$ cat src/rtl/uart_pkg.sv
// Shared UART definitions: frame geometry, default buffer depth and the
// odd-parity helper used by the receive-side buffer.
package uart_pkg;

    localparam int UART_DATA_W             = 8;
    localparam int UART_FRAME_W            = 9;
    localparam int UART_FIFO_DEPTH_DEFAULT = 16;

    // A frame is good when the nine bits together carry odd parity.
    function automatic logic uart_parity_ok(input logic [UART_FRAME_W-1:0] frame);
        return ^frame;
    endfunction

endpackage

$ cat src/rtl/uart_sync_fifo.sv
// Generic synchronous first-word-fall-through FIFO. Pointers carry one extra
// wrap bit so full and empty can be told apart; Level is registered.
module uart_sync_fifo #(
    parameter int WIDTH = 8,
    parameter int DEPTH = 16,
    localparam int AW   = $clog2(DEPTH),
    localparam int PW   = AW + 1
) (
    input  logic             Clk,
    input  logic             Rstn,
    input  logic             WrEn,
    input  logic [WIDTH-1:0] WrData,
    input  logic             RdEn,
    output logic [WIDTH-1:0] RdData,
    output logic             Empty,
    output logic             Full,
    output logic [PW-1:0]    Level
);

    logic [WIDTH-1:0] mem [DEPTH];
    logic [PW-1:0]    wrPtr;
    logic [PW-1:0]    rdPtr;
    logic [PW-1:0]    wrPtrNext;
    logic [PW-1:0]    rdPtrNext;
    logic             doWrite;
    logic             doRead;

    assign Empty   = (wrPtr == rdPtr);
    assign Full    = (wrPtr[AW-1:0] == rdPtr[AW-1:0]) && (wrPtr[AW] != rdPtr[AW]);
    assign doRead  = RdEn && !Empty;
    assign doWrite = WrEn && (!Full || doRead);
    assign RdData  = Empty ? '0 : mem[rdPtr[AW-1:0]];

    // Advance each pointer by one when its side of the FIFO fires.
    always_comb begin
        wrPtrNext = wrPtr + PW'(doWrite);
        rdPtrNext = rdPtr + PW'(doRead);
    end

    // Pointer and occupancy registers; reset drops all stored entries at once.
    always_ff @(posedge Clk or negedge Rstn) begin
        if (!Rstn) begin
            wrPtr <= '0;
            rdPtr <= '0;
            Level <= '0;
        end else begin
            wrPtr <= wrPtrNext;
            rdPtr <= rdPtrNext;
            Level <= wrPtrNext - rdPtrNext;
        end
    end

    // Storage array is deliberately left unreset.
    always_ff @(posedge Clk) begin
        if (doWrite) begin
            mem[wrPtr[AW-1:0]] <= WrData;
        end
    end

endmodule

$ cat src/rtl/uart_rx_fifo.sv
// Receive-side buffer behind the UART core: drops frames on overflow, keeps
// sticky flags and saturating counters. Define RX_PARITY_CHECK_EN to also
// drop and count frames that fail the odd-parity check.
module uart_rx_fifo
    import uart_pkg::*;
#(
    parameter int DEPTH = UART_FIFO_DEPTH_DEFAULT,
    parameter int CNT_W = 8,
    localparam int LW   = $clog2(DEPTH) + 1
) (
    input  logic                    Clk,
    input  logic                    Rstn,
    input  logic [UART_FRAME_W-1:0] RxFrame,
    input  logic                    RxFrameValid,
    output logic [UART_DATA_W-1:0]  RdData,
    output logic                    RdValid,
    input  logic                    RdReady,
    output logic [LW-1:0]           Level,
    output logic                    ParityErr,
    output logic                    Overflow,
    output logic [CNT_W-1:0]        ParErrCnt,
    output logic [CNT_W-1:0]        OvfCnt,
    input  logic                    ClrStat
);

    logic fifoEmpty;
    logic fifoFull;
    logic popFire;
    logic hasSpace;
    logic frameGood;
    logic pushFire;
    logic ovfEvent;

    assign RdValid  = !fifoEmpty;
    assign popFire  = !fifoEmpty && RdReady;
    assign hasSpace = !fifoFull || popFire;
    assign pushFire = RxFrameValid && frameGood && hasSpace;
    assign ovfEvent = RxFrameValid && frameGood && !hasSpace;

    uart_sync_fifo #(
        .WIDTH (UART_DATA_W),
        .DEPTH (DEPTH)
    ) uFifo (
        .Clk    (Clk),
        .Rstn   (Rstn),
        .WrEn   (pushFire),
        .WrData (RxFrame[UART_DATA_W-1:0]),
        .RdEn   (RdReady),
        .RdData (RdData),
        .Empty  (fifoEmpty),
        .Full   (fifoFull),
        .Level  (Level)
    );

`ifdef RX_PARITY_CHECK_EN
    logic parEvent;

    assign frameGood = uart_parity_ok(RxFrame);
    assign parEvent  = RxFrameValid && !frameGood;

    // Parity statistics; a clear in the same cycle wins over a new error.
    always_ff @(posedge Clk or negedge Rstn) begin
        if (!Rstn) begin
            ParityErr <= 1'b0;
            ParErrCnt <= '0;
        end else if (ClrStat) begin
            ParityErr <= 1'b0;
            ParErrCnt <= '0;
        end else if (parEvent) begin
            ParityErr <= 1'b1;
            if (ParErrCnt != '1) begin
                ParErrCnt <= ParErrCnt + CNT_W'(1);
            end
        end
    end
`else
    logic unusedParityBit;

    assign frameGood       = 1'b1;
    assign ParityErr       = 1'b0;
    assign ParErrCnt       = '0;
    assign unusedParityBit = RxFrame[UART_FRAME_W-1];
`endif

    // Overflow statistics; a clear in the same cycle wins over a new drop.
    always_ff @(posedge Clk or negedge Rstn) begin
        if (!Rstn) begin
            Overflow <= 1'b0;
            OvfCnt   <= '0;
        end else if (ClrStat) begin
            Overflow <= 1'b0;
            OvfCnt   <= '0;
        end else if (ovfEvent) begin
            Overflow <= 1'b1;
            if (OvfCnt != '1) begin
                OvfCnt <= OvfCnt + CNT_W'(1);
            end
        end
    end

endmodule

$ cat config.mk
export PLATFORM = sky130hd
export DESIGN_NAME = uart_rx_fifo
export DESIGN_NICKNAME = d
export VERILOG_FILES = /design/src/rtl/uart_pkg.sv /design/src/rtl/uart_sync_fifo.sv /design/src/rtl/uart_rx_fifo.sv
export SDC_FILE = /design/constraint.sdc
export NUM_CORES = 1
export LEC_CHECK = 0
export BUFFER_PORTS_ARGS = -buffer_cell sky130_fd_sc_hd__buf_2
export CAP_MARGIN = 20
export CORE_ASPECT_RATIO = 1.25
export CORE_MARGIN = 3
export CORE_UTILIZATION = 40
export CTS_CLUSTER_SIZE = 10
export DETAILED_ROUTE_END_ITERATION = 8
export GPL_TIMING_DRIVEN = 1
export SLEW_MARGIN = 5
export SYNTH_ARGS = -nofsm -noshare
export SYNTH_HDL_FRONTEND = slang
export SYNTH_HIERARCHICAL = 1
export SYNTH_SLANG_ARGS = --single-unit
export TNS_END_PERCENT = 10
$ cat constraint.sdc
create_clock -name Clk -period 3.8 [get_ports Clk]
set_input_delay 0 -clock Clk [delete_from_list [all_inputs] [get_ports Clk]]
set_output_delay 0 -clock Clk [all_outputs]
set_load 0.03 [all_outputs]
==> results by group, run 1 <==
Synthesis
  • Synth area leader: edfxtp_1
  • Top cell type's share of synthesized area: between 50% and 60%
  • Most common flop cell mapped by yosys: edfxtp_1
  • Synth Warn #: 6
  • Cell with the most instances after synthesis: edfxtp_1
  • Mapped Area: ~6500 um^2
  • Fraction of registers with async set/reset: roughly 16%
  • Post-synthesis average cell area: roughly 18 um^2
  • EDFF count, synth: roughly 130
  • Library cells used by synthesis: between 40 and 50
  • Synth top area cells: edfxtp_1 59%, dfrtp_1 9.3%, mux4_1 7.3%
  • Post-Synthesis Cells: 361
  • Register bit total from synthesis: 152
  • Sequential share of the synthesized area: 68.45%
  • Top post-synthesis cells by count: 128 x edfxtp_1, 24 x dfrtp_1, 18 x mux4_1

STA
  • Final setup TNS: 0 ns
  • Final Hold Vio Count: 0
  • Unrepaired setup endpoints after global routing: no
  • Period Utilization, post-route: 81.67%
  • Clock skew: 0.009139 ns
  • Slew HR: a little over a third
  • Max Clk Rate: 0.3222 GHz
  • Worst slew pin tran: around 0.95 ns
  • Final worst slack: 0.6964 ns
  • Worst hold margin: 0.08222 ns
  • Minimum clock period: approximately 3.1 ns
  • Max-slew violations: 0
  • # setup viols final: 0

Critical path
  • R2r endpoint: uFifo/Level[4]$_DFF_PN0_
  • Worst EP arrival: roughly 3.4 ns
  • Critical path fanouts, max: 9
  • Req. time, crit path: between 4 and 5 ns
  • Startpoint Class: flip-flop
  • End of the critical path: uFifo/Level[4]$_DFF_PN0_
  • R2R Setup Slk: just under 0.7 ns
  • CP Class: flip-flop to flip-flop
  • Setup crit start: uFifo/rdPtr[1]$_DFF_PN0_
  • CP endpoint kind: flip-flop
  • FF-to-FF Start: uFifo/rdPtr[1]$_DFF_PN0_
  • Worst-case reg-to-reg path depth: 13

Floorplanning
  • Die width: approximately 120 um
  • Die Span Y: 148.4 um
  • Initial Util: between 40 and 50%
  • Die area: ~18000 um^2
  • Core Rows: a little over 50
  • Io pins: 46
  • Core Box Area: about 16000 um^2

Power
  • Psw: approximately 2000 uW
  • Cell-internal power: 4007 uW
  • Max rail drop VDD: 0.6663 mV
  • Leak: roughly 0.0027 uW
  • Flop pwr share: approximately 37%
  • P per Cell Area: between 700 and 800 nW/um^2
  • Post-route total power: around 6000 uW
  • Sw Ratio: between 30% and 40%
  • Combinational power share: about a third
  • Clock Power Share: around 28%

Finish
  • Area Growth Syn to Fin: 17.79%
  • FILL cells: 1348
  • Final net count: between 400 and 500
  • Share of cells above drive strength 1: between 20% and 30%
  • ANT cells: 0

Global routing
  • Total congestion overflow: 0
  • Pin count of the biggest net entering global routing: 35
  • Vias in the first global route: 3552
  • First-pass GRT wire length: around 20000 um
  • Total Routing Usage GR: between 10 and 15%
  • Initial antenna violation count: 0

Placed design
  • DP Worst Slack: between 0.6 and 0.7 ns
  • Routability cong.: roughly 0.75
  • Port bufs: 35
  • DP HPWL: roughly 8000 um

CTS
  • CTS root buffer: clkbuf_16
  • CTS tree: built
  • Post-CTS Setup Bufs: 0
  • CTS sink count: 152
  • Worst-path clk slew: about 0.060 ns
  • # H-tree levels: 4
  • TritonCTS buffer count: 17
  • Clock Latency Late Sink: ~0.42 ns
  • Max clock buf depth: 2

Min path
  • HP Start: RdReady
  • Worst Hold Class: primary input to flip-flop

Drt
  • WL/cell: 19.00 um
  • DRT Pass-1 Iters: 6
  • DRT antenna net count: 0
  • Drt drc: 0
  • Via count: 3373
  • DR iter-0 viols: 320
  • Final wirelength: roughly 12000 um
  • Vias per std cell: around 5.2

Outcome
  • Status: complete, no violations

Flow run
  • Max cap viols: 0
==> layout make-up <==
| cell class | instances | area (um^2) | area share, % |
|---|---|---|---|
| clock inverter | 13 | 180.2 | 2.356 |
| clock buffer | 18 | 429.2 | 5.612 |
| multi-input combinational | 179 | 1888 | 24.69 |
| inverter | 11 | 41.29 | 0.5399 |
| sequential | 152 | 4446 | 58.13 |
| tap | 212 | 265.3 | 3.469 |
| timing repair buffer | 61 | 397.9 | 5.203 |
==> cells by family (layout without fill, tap and decap cells) <==
logic type	after synthesis	count (layout)	synth area share, %
AND/OR/NAND/NOR	69	69	6.572
flip-flops	152	152	68.45
buffers and inverters	38	103	3.796
adder cells (fa/ha/maj)	10	10	2.043
AO/OA/AOI/OAI	43	43	4.490
multiplexers	34	34	12.47
other	1	9	0.05776
XOR/XNOR	14	14	2.120
==> flip-flops by register name, summed over array words and instances (netlist names) <==
name,flops
Overflow,1
uFifo/wrPtr,5
OvfCnt,8
uFifo/Level,5
uFifo/rdPtr,5
uFifo/mem,128
==> placed cells by master (no fill, tap or decap), types with 8 or more instances in the layout <==
master | netlist | routed
nand2_1 | 8 | 8
edfxtp_1 | 128 | 128
xnor2_1 | 10 | 10
dfrtp_1 | 24 | 23
ha_1 | 9 | 9
mux4_1 | 18 | 18
mux4_2 | 14 | 14
inv_1 | 11 | 11
buf_2 | 5 | 35
clkbuf_16 | 0 | 17
a21oi_1 | 16 | 16
dlygate4sd3_1 | 0 | 11
conb_1 | 1 | 9
nor2_1 | 14 | 14
nor4b_2 | 0 | 9
buf_4 | 14 | 15
a22oi_1 | 14 | 14
==> worst min path at each step <==
stage	end	cells after the start
6_report	Overflow$_DFFE_PN0P_	4
5_1_grt	Overflow$_DFFE_PN0P_	4
4_1_cts	Overflow$_DFFE_PN0P_	4
3_5_place_dp	OvfCnt[7]$_DFFE_PN0P_	1
3_3_place_gp	OvfCnt[4]$_DFFE_PN0P_	1
2_1_floorplan	Overflow$_DFFE_PN0P_	0
==> power groups by stage <==
stage / registers [uW] / clock network [uW] / logic, uW
after global placement: 2210 / 0 / 2110
after floorplan: 2200 / 0 / 1630
after CTS: 2190 / 1750 / 2140
after detailed placement: 2220 / 0 / 2130
final: 2190 / 1710 / 2100
after global routing: 2220 / 1820 / 2300
==> per-layer routing <==
metal | vias to the layer above | track usage [%] | routed length [um]
li1 | 1551 | - | -
met1 | 1738 | 18.65 | 5119
met2 | 71 | 25.43 | 6467
met3 | 13 | 4.070 | 523
met4 | 0 | 4.699 | 165
met5 | - | 0 | 0
==> worst max-delay path: stages, from the launching register on <==
cell      delay (ns)
dfrtp_1         0.50
xnor2_1         0.24
nand4_2         0.19
nor2_2          0.13
nand2b_1        0.16
a21boi_0        0.11
nor2b_1         0.15
ha_1            0.20
ha_1            0.21
xor2_1          0.16
ha_1            0.35
a21o_1          0.17
a21oi_1         0.16
xor3_1          0.23
==> timing repair <==
item,in CTS,in global routing
resized for setup,0,0
hold buffers,11,0
endpoints found under the hold margin,160,0
==> through the flow <==
step	util (%)	instances	area, um^2
final	48.52	646	7647
after global routing	48.52	646	7647
after CTS	48.52	646	7647
after detailed placement	43.95	604	6928
after global placement	43.95	604	6928
after floorplan	-	369	6523
No activity file was read; power rests on OpenSTA's default activity.
==> run 2: changes to the inputs <==
Clock period 3.8 ns to 2.9 ns, I/O delays scaled along.
==> run 2 against run 1 <==
Compared with the run above:
- sequential power rose by 28%
- first-iteration DRC count fell by 26%
- clock power up 21%
- highest routed layer unchanged
- flip-flop and latch count is the same
- largest cell class unchanged
- die area is the same
- setup slack worse by 0.52 ns
- global-route usage increased by 0.19 points
- worst hold slack lost 0.051 ns
- critical path type unchanged
- largest power group is now combinational cells
- core utilization is 1.0 points higher
- count of clock-buffer cells in the layout grew 1
- routed wire length increased by 2.1%
==> results by group, run 2 (synthesis results as in run 1) <==
Outcome
  • Status: complete, no violations

Flow run
  • Max cap viols: 0 (unchanged)

CTS
  • TritonCTS buffer count: 17 (unchanged)
  • CTS sink count: 152 (unchanged)
  • Clock Latency Late Sink: 0.41 ns (about the same)
  • Max clock buf depth: 2 (unchanged)
  • CTS root buffer: clkbuf_16
  • # H-tree levels: 4 (unchanged)
  • CTS tree: built
  • Worst-path clk slew: 0.06 ns (about the same)

STA
  • Minimum clock period: 2.723 ns (-0.3804 ns)
  • Slew HR: 53.08% (+17 points)
  • Worst hold margin: 0.03146 ns (-0.05076 ns)
  • Max Clk Rate: 0.3672 GHz (+14%)
  • Worst slew pin tran: 0.7013 ns (-0.2532 ns)
  • Period Utilization, post-route: 93.90% (+12 points)
  • # setup viols final: 0 (unchanged)
  • Clock skew: 0.006750 ns (-0.002389 ns)
  • Final Hold Vio Count: 0 (unchanged)
  • Max-slew violations: 0 (unchanged)

Global routing
  • Gr busiest metal: met2
  • Total congestion overflow: 0 (unchanged)
  • Pin count of the biggest net entering global routing: 35 (unchanged)
  • Initial antenna violation count: 0 (unchanged)
  • Total Routing Usage GR: 15.13% (+0.19 points)
  • First-pass GRT wire length: 20210 um (+2.3%)
  • Vias in the first global route: 3644 (+2.6%)
  • Met3 usage: 3.766% (-0.30 points)
  • Met2 usage: 25.88% (+0.45 points)
  • GR Util met1: 19.02% (+0.38 points)

Floorplanning
  • Die width: 120.0 um (unchanged)
  • Core Box Area: 15760 um^2 (unchanged)
  • Initial Util: 41.19% (unchanged)
  • Io pins: 46 (unchanged)
  • Core Rows: 51 (unchanged)
  • Die area: 17810 um^2 (unchanged)
  • Die Span Y: 148.4 um (unchanged)

Power
  • Leak: 0.002799 uW (+3.5%)
  • Max rail drop VDD: 0.8365 mV (+26%)
  • P per Cell Area: 1029 nW/um^2 (+31%)

Critical path
  • Startpoint Class: flip-flop
  • Worst EP arrival: 3.01 ns (-0.38 ns)
  • Slowest CP cell: dfrtp_1
  • Crit path top cell by count: inv_1
  • Worst-case reg-to-reg path depth: 14 (+1)
  • CP endpoint kind: flip-flop
  • Req. time, crit path: 3.19 ns (-0.90 ns)
  • Critical path fanouts, max: 4 (-5)
  • CP Cell Sequence: xnor2_2 -> nand4_4 -> nor2_4 -> nand2b_4 -> a21boi_2 -> nor2b_1 -> ha_2 -> inv_1 -> ha_1 -> fa_2 -> inv_1 -> a21o_1 -> a21oi_2 -> xor3_1
  • CP Class: flip-flop to flip-flop
  • Max incr delay on CP: 0.41 ns (-0.09 ns)

Finish
  • Area Growth Syn to Fin: 20.33%
  • Leading cell type in the layout, fill and taps excluded: edfxtp_1
  • Final net count: 463 (+3.8%)
  • ANT cells: 0 (unchanged)
  • Final Cell Area: 7812 um^2 (+2.2%)
  • Commonest non-fill, non-tap cells in the layout: 128 x edfxtp_1, 35 x buf_2, 33 x buf_4, 23 x dfrtp_1, 18 x mux4_1
  • Share of cells above drive strength 1: 31.19% (+4.7 points)
  • Number of flip-flops in the largest register: 128 (unchanged)
  • FILL cells: 1360 (+0.89%)

Drt
  • DR iter-0 viols: 236 (-26%)
  • Vias per std cell: 5.127 (-1.8%)
  • Via count: 3404 (+0.92%)
  • Final wirelength: 12540 um (+2.1%)
  • WL/cell: 18.88 um (-0.63%)
  • Drt drc: 0 (unchanged)
  • DRT antenna net count: 0 (unchanged)
  • DRT Pass-1 Iters: 4 (-2)

Min path
  • Worst Hold Class: primary input to flip-flop
  • Worst Hold Depth: 5 (+1)

Placed design
  • Port bufs: 35 (unchanged)
  • Routability cong.: 0.7886 (+5.8%)
  • DP HPWL: 8240 um (+3.9%)
  • Placed inst area: 7091 um^2 (+2.3%)
run 2: changes by cell type in the layout (fill, tap and decap cells not counted), moves of 3 or more:
cell and delta:
xnor2_2 +4, clkinv_1 +4, buf_4 +18, clkinv_4 +3, xnor2_1 -4, clkinvlp_4 -4
ha_1 -3
run 2: path summary, 6_finish.rpt:
kind	start	end	slack, ns
worst max-delay path	uFifo/wrPtr[1]$_DFF_PN0_	uFifo/Level[4]$_DFF_PN0_	0.18
worst min register to register	Overflow$_DFFE_PN0P_	Overflow$_DFFE_PN0P_	0.50
worst max register to register	uFifo/wrPtr[1]$_DFF_PN0_	uFifo/Level[4]$_DFF_PN0_	0.18
max in group asynchronous	Rstn	uFifo/rdPtr[0]$_DFF_PN0_	2.41
worst min-delay path	RxFrameValid	OvfCnt[6]$_DFFE_PN0P_	0.03
min in group asynchronous	Rstn	OvfCnt[7]$_DFFE_PN0P_	0.10
run 2: per-stage QoR:
stage	setup WS (ns)	instances	utilization, %	TNS (ns)	power [uW]
6_report	0.1768	664	49.57	0	8042
5_1_grt	-0.009787	664	49.57	-0.009787	8538
4_1_cts	0.01006	660	49.19	0	8037
3_5_place_dp	0.03828	618	44.99	0	5932
3_3_place_gp	0.1130	618	44.99	0	5870
2_1_floorplan	-0.1255	369	-	-0.1255	5121
run 2: cell type report:
class,instances,area [um^2],share of cell area (%)
Sequential cell,152,4446,56.90
Multi-Input combinational cell,179,1974,25.27
Timing Repair Buffer,78,523.0,6.694
Clock buffer,19,432.9,5.541
Tap cell,212,265.3,3.395
Clock inverter,13,130.1,1.666
Inverter,11,41.29,0.5285
run 2: repair_timing:
item,CTS,global route
hold buffers,10,0
resized for setup,0,3
hold endpoints to repair,160,0
endpoints found under the setup margin,0,1
setup buffers,0,4
run 2: power breakdown:
part / internal, uW / switching, uW / total (uW)
logic: 1360 / 1810 / 3170
registers: 2690 / 108 / 2800
clock network: 1260 / 815 / 2070
total: 5310 / 2730 / 8040
run 2: metal layers:
layer,wire length (um),vias to the layer above,part of all wire (%)
met2,6654,65,53
li1,-,1590,-
met1,5318,1735,42
met4,146,0,1.2
met5,0,-,0
met3,420,14,3.3
run 2: worst max-delay path: cells and delay by family, from the launching register on:
kind                     cells  cell delay [ns]
AND/OR/NAND/NOR              4             0.58
AO/OA/AOI/OAI                3             0.22
adder cells (fa/ha/maj)      3             0.91
flip-flops                   1             0.41
buffers and inverters        2             0.10
XOR/XNOR                     2             0.39
==> run 3: changes to the inputs <==
Settings changed: ABC_AREA from default to 1.
==> run 3 against run 2 <==
Compared with the run above:
- via count is 46% higher
- die area is 11% higher
- largest cell class unchanged
- combinational power grew 21%
- synthesized cell count up 110%
- highest routed layer unchanged
- core utilization is 1.8 points lower
==> results by group, run 3 <==
Critical path
  • Req. time, crit path: 3.21 ns (+0.02 ns)
  • CP Cell Sequence: xor2_1 -> nor2_2 -> nand3_4 -> inv_2 -> inv_4 -> nand2_4 -> a21oi_4 -> nand2_4 -> inv_2 -> ha_4 -> ha_4 -> inv_1 -> fa_2 -> o21bai_1 -> nand2_1 -> nand4_1 -> nand2_1 -> nand2_1 -> nand2_1
  • Startpoint Class: flip-flop
  • CP Class: flip-flop to flip-flop
  • CP endpoint kind: flip-flop
  • Slowest CP cell: dfrtp_1
  • Worst-case reg-to-reg path depth: 19 (+5)
  • Critical path fanouts, max: 3 (-1)
  • Levels on crit path: 19 (+5)
  • Crit path top cell by count: nand2_1
  • Crit-path leading delay family: simple AND/OR/NAND/NOR gates
  • CP Buf/Inv Count: 4 (+2)
  • Worst EP arrival: 2.97 ns (-0.04 ns)
  • Max incr delay on CP: 0.38 ns (-0.03 ns)

Synthesis
  • Sequential share of the synthesized area: 61.43% (-7.0 points)
  • Fraction of registers with async set/reset: 15.79% (unchanged)
  • Top post-synthesis cells by count: 231 x nand2_1, 133 x inv_1, 128 x edfxtp_1
  • Cell with the most instances after synthesis: nand2_1
  • Post-synthesis average cell area: 9.557 um^2 (-47%)
  • Library cells used by synthesis: 33 (-31%)
  • Synth Warn #: 6 (unchanged)
  • Synth top area cells: edfxtp_1 53%, nand2_1 12%, dfrtp_1 8.3%
  • Mapped Area: 7234 um^2 (+11%)
  • Most common flop cell mapped by yosys: edfxtp_1
  • EDFF count, synth: 128 (unchanged)
  • Register bit total from synthesis: 152 (unchanged)
  • Top cell type's share of synthesized area: 53.13% (-6.1 points)
  • Synth area leader: edfxtp_1
  • Post-Synthesis Cells: 757 (+110%)

Floorplanning
  • Die Span Y: 156.4 um (+5.3%)
  • Io pins: 46 (unchanged)
  • Core Rows: 54 (+5.9%)
  • Die area: 19750 um^2 (+11%)
  • Initial Util: 41.02% (-0.17 points)
  • Core Box Area: 17630 um^2 (+12%)
  • Die width: 126.3 um (+5.3%)

STA
  • Minimum clock period: 2.667 ns (-0.05607 ns)
  • Final setup TNS: 0 ns (unchanged)
  • Max-slew violations: 0 (unchanged)
  • Period Utilization, post-route: 91.97% (-1.9 points)
  • Max Clk Rate: 0.3749 GHz (+2.1%)
  • Worst hold margin: 0.03286 ns (+0.001401 ns)
  • # setup viols final: 0 (unchanged)
  • Clock skew: 0.009959 ns (+0.003209 ns)
  • Slew HR: 49.05% (-4.0 points)
  • Worst slew pin tran: 0.7642 ns (+0.06296 ns)
  • Final Hold Vio Count: 0 (unchanged)

Power
  • Leak: 0.003815 uW (+36%)
  • P per Cell Area: 1038 nW/um^2 (+0.83%)
  • Max rail drop VDD: 0.7321 mV (-12%)

CTS
  • CTS sink count: 152 (unchanged)
  • # H-tree levels: 4 (unchanged)
  • CTS tree: built
  • Worst-path clk slew: 0.06 ns (about the same)
  • CTS root buffer: clkbuf_16
  • Max clock buf depth: 2 (unchanged)
  • Clock Latency Late Sink: 0.42 ns (about the same)
  • TritonCTS buffer count: 17 (unchanged)

Finish
  • Share of cells above drive strength 1: 14.97% (-16 points)
  • Non-filler instance count after layout: 1059 (+59%)
  • Final Cell Area: 8432 um^2 (+7.9%)
  • Final net count: 846 (+83%)
  • ANT cells: 0 (unchanged)
  • Area Growth Syn to Fin: 16.55%
  • Commonest non-fill, non-tap cells in the layout: 230 x nand2_1, 131 x inv_1, 128 x edfxtp_1, 95 x nand3_1, 38 x nor2_1
  • FILL cells: 1639 (+21%)
  • Leading cell type in the layout, fill and taps excluded: nand2_1
  • Number of flip-flops in the largest register: 128 (unchanged)

Drt
  • DRT Pass-1 Iters: 4 (unchanged)
  • Vias per std cell: 4.688 (-8.5%)
  • Via count: 4965 (+46%)
  • Final wirelength: 15960 um (+27%)
  • WL/cell: 15.07 um (-20%)
  • Drt drc: 0 (unchanged)
  • DR iter-0 viols: 447 (+89%)
  • DRT antenna net count: 0 (unchanged)

Placed design
  • Port bufs: 35 (unchanged)
  • Routability cong.: 0.8281 (+5.0%)
  • Placed inst area: 7705 um^2 (+8.7%)
  • Dpl cells: 1011 (+64%)
  • DP HPWL: 10170 um (+23%)

Global routing
  • Initial antenna violation count: 0 (unchanged)
  • Vias in the first global route: 4840 (+33%)
  • Total Routing Usage GR: 17.06% (+1.9 points)
  • First-pass GRT wire length: 25660 um (+27%)
  • Total congestion overflow: 0 (unchanged)
  • Pin count of the biggest net entering global routing: 68 (+94%)

Outcome
  • Status: complete, no violations

Flow run
  • Max cap viols: 0 (unchanged)

Min path
  • Worst Hold Class: primary input to flip-flop
  • Worst Hold Depth: 5 (unchanged)
[run 3: cell types whose count changed in the layout (fill, tap and decap cells not counted), sizes merged, moves of 11 or more]
cell   change
nor2      +37
nand2    +227
nor4b     -11
nand3     +89
inv      +123
a22oi     -14
mux4      -32
[run 3: timing repair]
item,4_1_cts,5_1_grt
hold endpoints to repair,126,0
setup buffers,0,5
hold buffers,11,0
resized for setup,0,3
setup endpoints to repair,0,2
[run 3: final timing paths]
| check | to | slack, ns | start |
|---|---|---|---|
| max | uFifo/Level[4]$_DFF_PN0_ | 0.23 | uFifo/rdPtr[2]$_DFF_PN0_ |
| min | OvfCnt[0]$_DFFE_PN0P_ | 0.03 | RxFrameValid |
| max reg2reg | uFifo/Level[4]$_DFF_PN0_ | 0.23 | uFifo/rdPtr[2]$_DFF_PN0_ |
| min reg2reg | Overflow$_DFFE_PN0P_ | 0.51 | Overflow$_DFFE_PN0P_ |
| max in group asynchronous | uFifo/rdPtr[0]$_DFF_PN0_ | 2.40 | Rstn |
| min in group asynchronous | OvfCnt[3]$_DFFE_PN0P_ | 0.10 | Rstn |
[run 3: layout make-up]
cell class	count	area [um^2]	area share, %
Clock buffer	19	432.9	5.134
Tap cell	224	280.3	3.324
Inverter	136	513.0	6.084
Sequential cell	152	4446	52.72
Timing Repair Buffer	74	495.5	5.876
Clock inverter	13	131.4	1.558
Multi-Input combinational cell	441	2133	25.30
[run 3: logic make-up after synthesis]
logic type | share of synthesized area, %
other cells | 0.05184
simple gates | 23.35
compound gates | 1.401
flops | 61.43
xor+xnor | 1.453
fa+ha+maj | 1.833
buf+inv | 10.48
[run 3: power by group]
group	switching (uW)	internal, uW
Clock	835	1260
Sequential	109	2700
Combinational	2610	1250
[run 3: metrics by stage]
step	total power [uW]	worst slack (ns)	util [%]
4_1_cts	8760	0.09793	47.52
6_report	8752	0.2329	47.81
3_5_place_dp	6636	0.1060	43.69
3_3_place_gp	6605	0.1479	43.69
2_1_floorplan	5569	-0.001736	-
5_1_grt	9353	-0.001393	47.81
[run 3: worst min-delay path: stages]
cell,delay [ns]
buf_2,0.11
nand3_1,0.11
a21oi_1,0.08
nand3_1,0.07
nand2_1,0.04
[run 3: routing by layer]
layer | GRT usage, % | routed length, um | vias to the layer above
li1 | - | - | 2499
met1 | 20.87 | 6703 | 2329
met2 | 29.65 | 8178 | 120
met3 | 3.653 | 786 | 17
met4 | 6.541 | 291 | 0
met5 | 0 | 0 | -
